File: config.mk
export PLATFORM = sky130hd
export DESIGN_NAME = next_pc_unit
export DESIGN_NICKNAME = d
export VERILOG_FILES = /design/src/rtl/mips_pc_pkg.sv /design/src/rtl/next_pc_unit_pc_target_calc.sv /design/src/rtl/next_pc_unit.sv
export SDC_FILE = /design/constraint.sdc
export NUM_CORES = 1
export LEC_CHECK = 0
export ABC_AREA = 1
export ABC_CLOCK_PERIOD_IN_PS = 7500
export BUFFER_PORTS_ARGS = -buffer_cell sky130_fd_sc_hd__buf_4
export CAP_MARGIN = 10
export CORE_MARGIN = 2
export CORE_UTILIZATION = 50
export DETAILED_ROUTE_END_ITERATION = 12
export PLACE_DENSITY = 0.84
export SYNTH_ARGS = -nofsm -noshare
export SYNTH_HDL_FRONTEND = slang
export SYNTH_HIERARCHICAL = 1
export SYNTH_SLANG_ARGS = --single-unit
File: constraint.sdc
create_clock -name clk -period 7.5 [get_ports clk]
set_input_delay 0.75 -clock clk [delete_from_list [all_inputs] [get_ports clk]]
set_output_delay 0.75 -clock clk [all_outputs]
set_load 0.03 [all_outputs]
File: src/rtl/mips_pc_pkg.sv
// mips_pc_pkg: shared encodings and defaults for the next-PC unit
package mips_pc_pkg;
  typedef enum logic [1:0] {
    SEL_SEQ    = 2'b00,
    SEL_BRANCH = 2'b01,
    SEL_JUMP   = 2'b10,
    SEL_JREG   = 2'b11
  } sel_e;
  typedef enum logic {
    RUN  = 1'b0,
    PEND = 1'b1
  } state_e;
  localparam logic [31:0] DEFAULT_RESET_VEC = 32'h0040_0000;
endpackage

File: src/rtl/next_pc_unit_pc_target_calc.sv
// pc_target_calc: forms the redirect target from the current pc and flags unaligned jump-register targets
module pc_target_calc
  import mips_pc_pkg::*;
#(
  parameter int WIDTH  = 32,
  parameter int JUMP_W = 28
) (
  input  logic [WIDTH-1:0]  pc_i,
  input  logic [1:0]        sel_i,
  input  logic [WIDTH-1:0]  branch_offset_i,
  input  logic [JUMP_W-1:0] jump_target_i,
  input  logic [WIDTH-1:0]  reg_target_i,
  output logic [WIDTH-1:0]  pc_plus4_o,
  output logic [WIDTH-1:0]  target_o,
  output logic              unaligned_o
);
  // jump keeps the region bits of pc+4; sequential falls back to pc+4
  always_comb begin
    pc_plus4_o  = pc_i + WIDTH'(4);
    target_o    = sel_i == SEL_BRANCH ? pc_plus4_o + (branch_offset_i << 2) :
                  sel_i == SEL_JUMP   ? {pc_plus4_o[WIDTH-1:JUMP_W], jump_target_i} :
                  sel_i == SEL_JREG   ? reg_target_i : pc_plus4_o;
    unaligned_o = sel_i == SEL_JREG && reg_target_i[1:0] != 2'b00;
  end
endmodule

File: src/rtl/next_pc_unit.sv
// next_pc_unit: registered fetch PC with branch/jump/jreg redirects buffered across stalls
module next_pc_unit
  import mips_pc_pkg::*;
#(
  parameter int WIDTH  = 32,
  parameter int JUMP_W = 28,
  parameter logic [WIDTH-1:0] RESET_VEC = WIDTH'(DEFAULT_RESET_VEC)
) (
  input  logic              clk,
  input  logic              reset,
  input  logic              stall,
  input  logic              redirect_valid,
  input  logic [1:0]        redirect_sel,
  input  logic [WIDTH-1:0]  branch_offset,
  input  logic [JUMP_W-1:0] jump_target,
  input  logic [WIDTH-1:0]  reg_target,
  output logic [WIDTH-1:0]  pc,
  output logic [WIDTH-1:0]  pc_plus4,
  output logic              pending,
  output logic              misaligned
);
  logic [WIDTH-1:0] pc_q, pend_q, target;
  state_e           state_q;
  logic             mis_q, unaligned, bad, req;

  pc_target_calc #(.WIDTH(WIDTH), .JUMP_W(JUMP_W)) u_calc (
    .pc_i            (pc_q),
    .sel_i           (redirect_sel),
    .branch_offset_i (branch_offset),
    .jump_target_i   (jump_target),
    .reg_target_i    (reg_target),
    .pc_plus4_o      (pc_plus4),
    .target_o        (target),
    .unaligned_o     (unaligned)
  );

  // a misaligned jreg is dropped entirely, so it never touches pc or the pending target
  always_comb begin
    bad = redirect_valid && unaligned;
    req = redirect_valid && redirect_sel != SEL_SEQ && !unaligned;
  end

  // PC register, pending buffer and RUN/PEND state; newest stalled request wins
  always_ff @(posedge clk) begin
    if (reset) begin
      pc_q    <= RESET_VEC;
      pend_q  <= '0;
      state_q <= RUN;
      mis_q   <= 1'b0;
    end else begin
      mis_q <= bad;
      if (state_q == RUN) begin
        if (!stall) pc_q <= req ? target : pc_plus4;
        else if (req) begin
          pend_q  <= target;
          state_q <= PEND;
        end
      end else if (stall) begin
        if (req) pend_q <= target;
      end else begin
        pc_q    <= req ? target : pend_q;
        state_q <= RUN;
      end
    end
  end

  assign pc         = pc_q;
  assign pending    = state_q == PEND;
  assign misaligned = mis_q;
endmodule
==> impl_metrics.py, run 1 <==
metrics = {
    "min_path": {
        "hold_start": "pend_q[28]",
        "min_to": "pend_q[28]",
        "hold_depth": 2,
        "hp-class": "reg2reg",
    },
    "worst_setup_path": {
        "end_kind": "flip-flop",
        "crit_type": "reg2reg",
        "worstReg2RegStart": "pc[3]",
        "reg2reg_depth": 21,
        "critical_path.max_fanout": 4,
        "reg2reg_slack_ps": 3750,
        "crit_arrival_ps": 4040,
        "required_ps": 7790,
        "regToRegEndpoint": "pc[26]",
        "cp-start-kind": "flip-flop",
    },
    "power": {
        "power.leakage_nw": 4.92,
        "p_per_area_mw_per_mm2": 153,
        "power.total_w": 0.00137,
        "max-vdd-ir-drop_v": 0.000115,
    },
    "route": {
        "viasPerCell": 5.45,
        "drt_first_iter_violations": 887,
        "routed_wl_um": 26800,
        "drc": 0,
        "dr.pass1.iters": 6,
        "post_drt_wl_per_cell_um": 16.0,
        "final_antenna_net_count": 0,
        "vias": 9159,
    },
    "cts": {
        "cts_setup_buffers": 0,
        "cts-root-buf": "clkbuf_16",
        "worstSkewPairLatency_ps": 340,
        "cts_tree": "done",
        "cts_buffers": 9,
        "holdBufCountCts": 0,
        "clkTransAtPathRegs_ps": 60,
        "postCtsResizedCells": 0,
        "cts_sinks": 66,
        "clockBufferDepth": 2,
        "cts_max_level": 3,
    },
    "timing": {
        "skew_ps": 8.31,
        "slew-limit-headroom_pct": 28.9,
        "clock.fmax_mhz": 267,
        "hold_viol": 0,
        "tightest_slew_ps": 1070,
        "period_share_pct": 50.0,
        "drv_slew": 0,
        "fin_crit_ps": 3750,
        "setup_viol": 0,
        "finalSetupTns_ps": 0,
        "rsz0062_at_grt": "false",
    },
    "cells_and_area": {
        "drive_above_1_share_pct": 14.6,
        "layout_commonest_cell": "nand2_1",
        "syn_to_final_growth_pct": 20.3,
        "mostFrequentLayoutCells": "nand2_1 (445), inv_1 (214), nor2_1 (170), buf_4 (167), nand3_1 (102)",
        "antenna_cells": 0,
        "nNetsFinal": 1626,
    },
    "placed_design": {
        "gp_congestion": 0.966,
        "port_buffers": 161,
        "dpl.hpwl_um": 20400,
    },
    "synthesis": {
        "synth.yosys.seq_area_share_pct": 17.7,
        "syn_avg_cell_area_um2": 5.48,
        "yosys.area.top_type": "nand2_1",
        "ys_ff_latch": 66,
        "synth_cells": 1361,
        "synth_area_mm2": 0.00746,
        "synth_top_area_share_pct": 22.4,
        "yosysUniqueCellTypes": 46,
        "syn_nets": 1496,
        "synth_warnings": 6,
        "yosys-top-cells-area": "nand2_1 (22%), dfxtp_1 (18%), inv_1 (11%), nor2_1 (8.6%), nand3_1 (6.8%)",
    },
    "die": {
        "initial_core_util_pct": 51.3,
        "die_y_um": 126,
        "placementRows": 44,
        "die-area_mm2": 0.0159,
        "die_w_um": 126,
        "coreArea_mm2": 0.0145,
        "io_pins": 164,
    },
    "global_route": {
        "grt_pass1_vias": 8409,
        "gr-usage-all-layers_pct": 33.0,
        "grt_pass1_wl_um": 42000,
        "grt_max_degree": 67,
        "antenna_found_initial": 0,
        "overflow": 0,
    },
    "run": {
        "cap_violations": 0,
    },
    "outcome": {
        "status": "finished clean",
    },
}
report_power, final:
group | switching [W] | total [W] | leakage [nW] | internal (W)
logic | 0.000355 | 0.000550 | 4.23 | 0.000194
registers | 0.0000304 | 0.000407 | 0.545 | 0.000377
clock network | 0.000156 | 0.000412 | 0.138 | 0.000257
total | 0.000541 | 0.00137 | 4.92 | 0.000828
cell families (layout without fill, tap and decap cells):
kind of cell	after synthesis	in the layout	share of synthesized area (%)
XOR/XNOR	21	21	2.67
adder cells (fa/ha/maj)	37	37	6.31
buffers and inverters	268	403	14.4
AND/OR/NAND/NOR	779	779	43.8
AO/OA/AOI/OAI	190	190	15.1
flip-flops	66	66	17.7
final cells by class:
| cell class | count | area, um^2 |
|---|---|---|
| Sequential cell | 66 | 1320 |
| Multi-Input combinational cell | 1027 | 5070 |
| Inverter | 220 | 826 |
| Tap cell | 184 | 230 |
| Fill cell | 1472 | 5560 |
| Timing Repair Buffer | 167 | 1250 |
| Clock inverter | 3 | 40.0 |
| Clock buffer | 13 | 240 |
synthesized netlist by cell type, drive strengths merged:
| cell | instances |
|---|---|
| a21o | 3 |
| a21oi | 41 |
| a221oi | 9 |
| a22o | 7 |
| a22oi | 3 |
| a31oi | 24 |
| a32oi | 2 |
| and2 | 7 |
| buf | 30 |
| clkbuf | 18 |
| clkinv | 1 |
| dfxtp | 66 |
| fa | 1 |
| ha | 36 |
| inv | 219 |
| nand2 | 455 |
| nand3 | 103 |
| nand3b | 3 |
| nand4 | 10 |
| nor2 | 186 |
| nor3 | 6 |
| nor3b | 1 |
| o211ai | 12 |
| o21a | 3 |
| o21ai | 78 |
| o21bai | 7 |
| o31ai | 1 |
| or2 | 8 |
| xnor2 | 4 |
| xor2 | 17 |
critical path, stage by stage, from the launching register on:
cell and delay [ps]:
dfxtp_1 400, ha_1 270, nand2_1 110, nor2_2 190
nand2_1 100, nor2_2 290, xor2_1 490, ha_1 290
nand2_1 120, nor2_1 270, inv_1 80, o21bai_1 230
nand2_1 130, nand3_1 90, nand2_1 50, nand2_1 70
nand2_1 50, nand2_1 110, inv_1 60, o211ai_1 160
nand2_1 70, inv_1 60
registers in the layout (all words and copies together), names as in the netlist:
register and count:
pc 32, misaligned 1, pending 1, pend_q 32
routing by layer:
metal	up-vias	GRT usage [%]	wire length (um)
li1	4540	-	-
met1	4062	42.8	11200
met2	476	52.9	11900
met3	81	5.40	2350
met4	0	16.5	1380
met5	-	0	0
through the flow:
step | worst slack (ps) | area [um^2] | hold WS, ps | util [%] | std cells
after CTS | 3820 | 8980 | 443 | 61.8 | 1680
after global routing | 3400 | 8980 | 455 | 61.8 | 1680
after detailed placement | 3860 | 8700 | 435 | 59.8 | 1664
after floorplan | 4060 | 7460 | 422 | - | 1361
after global placement | 3940 | 8700 | 431 | 59.8 | 1664
final | 3750 | 8980 | 448 | 61.8 | 1680
worst max-delay path by stage:
stage | startpoint | to | depth (start not counted)
2_1_floorplan | pc[3] | pc[18] | 19
3_3_place_gp | pc[3] | pc[24] | 23
3_5_place_dp | pc[2] | pc[28] | 21
4_1_cts | pc[2] | pc[28] | 21
5_1_grt | pc[3] | pc[28] | 21
6_report | pc[3] | pc[26] | 21
(Power assumes the default switching activity.)
==> inputs of run 2 (changes only) <==
- ABC_CLOCK_PERIOD_IN_PS: 7500 -> 3700
- clock period: 7.5 -> 3.7 ns (I/O delays scaled with it)
==> impl_metrics.py, run 2 (synthesized netlist as in run 1, its figures left out) <==
metrics = {
    "die": {
        "placementRows": 44,
        "io_pins": 164,
        "initial_core_util_pct": 51.3,
        "coreArea_mm2": 0.0145,
        "die_y_um": 126,
        "die_w_um": 126,
        "die-area_mm2": 0.0159,
    },
    "placed_design": {
        "numPlacedInstances": 1685,
        "gp_congestion": 0.982,
        "port_buffers": 161,
        "dpl.hpwl_um": 20900,
    },
    "timing": {
        "skew_ps": 8.57,
        "rsz0062_at_grt": "false",
        "hold_viol": 0,
        "period_share_pct": 93.7,
        "finalSetupTns_ps": 0,
        "slew-limit-headroom_pct": 26.6,
        "setup_viol": 0,
        "fin_crit_ps": 3470,
        "clock.fmax_mhz": 288,
        "drv_slew": 0,
        "tightest_slew_ps": 1100,
    },
    "cts": {
        "cts_buffers": 9,
        "cts_max_level": 3,
        "clkTransAtPathRegs_ps": 60,
        "worstSkewPairLatency_ps": 340,
        "cts_setup_buffers": 0,
        "cts-root-buf": "clkbuf_16",
        "clockBufferDepth": 2,
        "cts_tree": "done",
        "cts_sinks": 66,
    },
    "min_path": {
        "hold_depth": 3,
        "min_to": "misaligned",
        "hold_start": "redirect_valid",
        "hp-class": "in2reg",
    },
    "worst_setup_path": {
        "crit_arrival_ps": 3760,
        "worstReg2RegStart": "pc[3]",
        "regToRegEndpoint": "pc[26]",
        "critical_path.max_fanout": 5,
        "end_kind": "flip-flop",
        "reg2reg_depth": 22,
        "crit_type": "reg2reg",
        "required_ps": 3990,
        "reg2reg_slack_ps": 230,
        "cp-start-kind": "flip-flop",
    },
    "cells_and_area": {
        "antenna_cells": 0,
        "mostFrequentLayoutCells": "nand2_1 (445), inv_1 (214), buf_4 (188), nor2_1 (162), nand3_1 (100)",
        "layout_commonest_cell": "nand2_1",
        "nFillCells": 1447,
        "nNetsFinal": 1647,
        "syn_to_final_growth_pct": 23.5,
        "layoutNonFillerInstCount": 1700,
        "utilization_pct": 63.4,
        "drive_above_1_share_pct": 17.1,
    },
    "power": {
        "max-vdd-ir-drop_v": 0.000256,
        "power.total_w": 0.00281,
        "p_per_area_mw_per_mm2": 305,
        "power.leakage_nw": 5.03,
    },
    "global_route": {
        "grt_pass1_vias": 8461,
        "overflow": 0,
        "grt_max_degree": 64,
        "grt_pass1_wl_um": 42600,
        "gr-usage-all-layers_pct": 33.6,
        "antenna_found_initial": 0,
    },
    "route": {
        "vias": 9292,
        "wl_met1_um": 11000,
        "highest_layer": "met4",
        "met2WireLength_um": 12200,
        "wl_met3_um": 2390,
        "viasPerCell": 5.47,
        "routed_wl_um": 27100,
        "drt_first_iter_violations": 1014,
        "dr.pass1.iters": 5,
        "drc": 0,
        "final_antenna_net_count": 0,
        "post_drt_wl_per_cell_um": 15.9,
    },
    "run": {
        "cap_violations": 0,
    },
    "outcome": {
        "status": "finished clean",
    },
}
## run 2: cell types whose count changed in the layout (fill, tap and decap cells not counted), moves of 2 or more
| cell | previous run | this run |
|---|---|---|
| nor2_1 | 170 | 162 |
| nand3_1 | 102 | 100 |
| ha_2 | 0 | 2 |
| buf_4 | 167 | 188 |
| clkbuf_1 | 4 | 2 |
| dfxtp_2 | 0 | 2 |
| nor2_2 | 9 | 16 |
| nand3_2 | 1 | 3 |
| ha_1 | 36 | 33 |
| dfxtp_1 | 66 | 64 |
## run 2: final cells by class
type	instances	area [um^2]	share of cell area, %
inverter	220	826	8.96
clock buffer	12	246	2.68
timing repair buffer	188	1410	15.3
clock inverter	3	40.0	0.435
sequential	66	1320	14.4
multi-input combinational	1027	5130	55.7
tap	184	230	2.50
## run 2: worst max-delay path, cell delays in order, from the launching register on
cell and delay (ps):
dfxtp_1 390, ha_2 250, nand2_1 110, nor2_2 170
nand2_1 150, nor2_4 230, nand3_1 120, and2_1 240
ha_4 310, nand2_1 120, nor2_2 190, nand2_1 130
nor2_1 120, nand2_1 130, nand3_1 120, nand2_1 50
nand2_1 80, nand2_1 50, nand2_1 110, inv_1 60
o211ai_1 170, nand2_1 70, inv_1 50
## run 2: worst max-delay path by stage
stage,startpoint,endpoint,cells past startpoint
after CTS,pc[3],pc[31],21
after global placement,pc[3],pc[27],22
final,pc[3],pc[26],22
after detailed placement,pc[3],pc[26],23
after floorplan,pc[3],pc[18],19
after global routing,pc[7],pc[27],22
## run 2: power breakdown
part           internal, W  switching (W)  total (W)  leakage (nW)
sequential        0.000765      0.0000608   0.000825         0.546
clock             0.000534       0.000304   0.000837         0.142
combinational     0.000417       0.000732    0.00115          4.34
## run 2: through the flow
stage | setup slack [ps] | hold slack [ps] | cell area (um^2)
floorplan | 264 | 422 | 7460
global placement | 318 | 429 | 8850
detailed placement | 297 | 435 | 8850
CTS | 256 | 286 | 9140
global route | 6.93 | 316 | 9210
finish | 233 | 297 | 9210
## run 2: repair_timing
action                     4_1_cts  5_1_grt
resized for setup                0       19
setup endpoints to repair        0       20
hold buffers                     0        0
## run 2: per-layer routing
metal / vias to the layer above / track usage (%)
met3: 90 / 5.31
met4: 0 / 16.8
met2: 502 / 54.4
met1: 4120 / 43.3
met5: - / 0
li1: 4580 / -
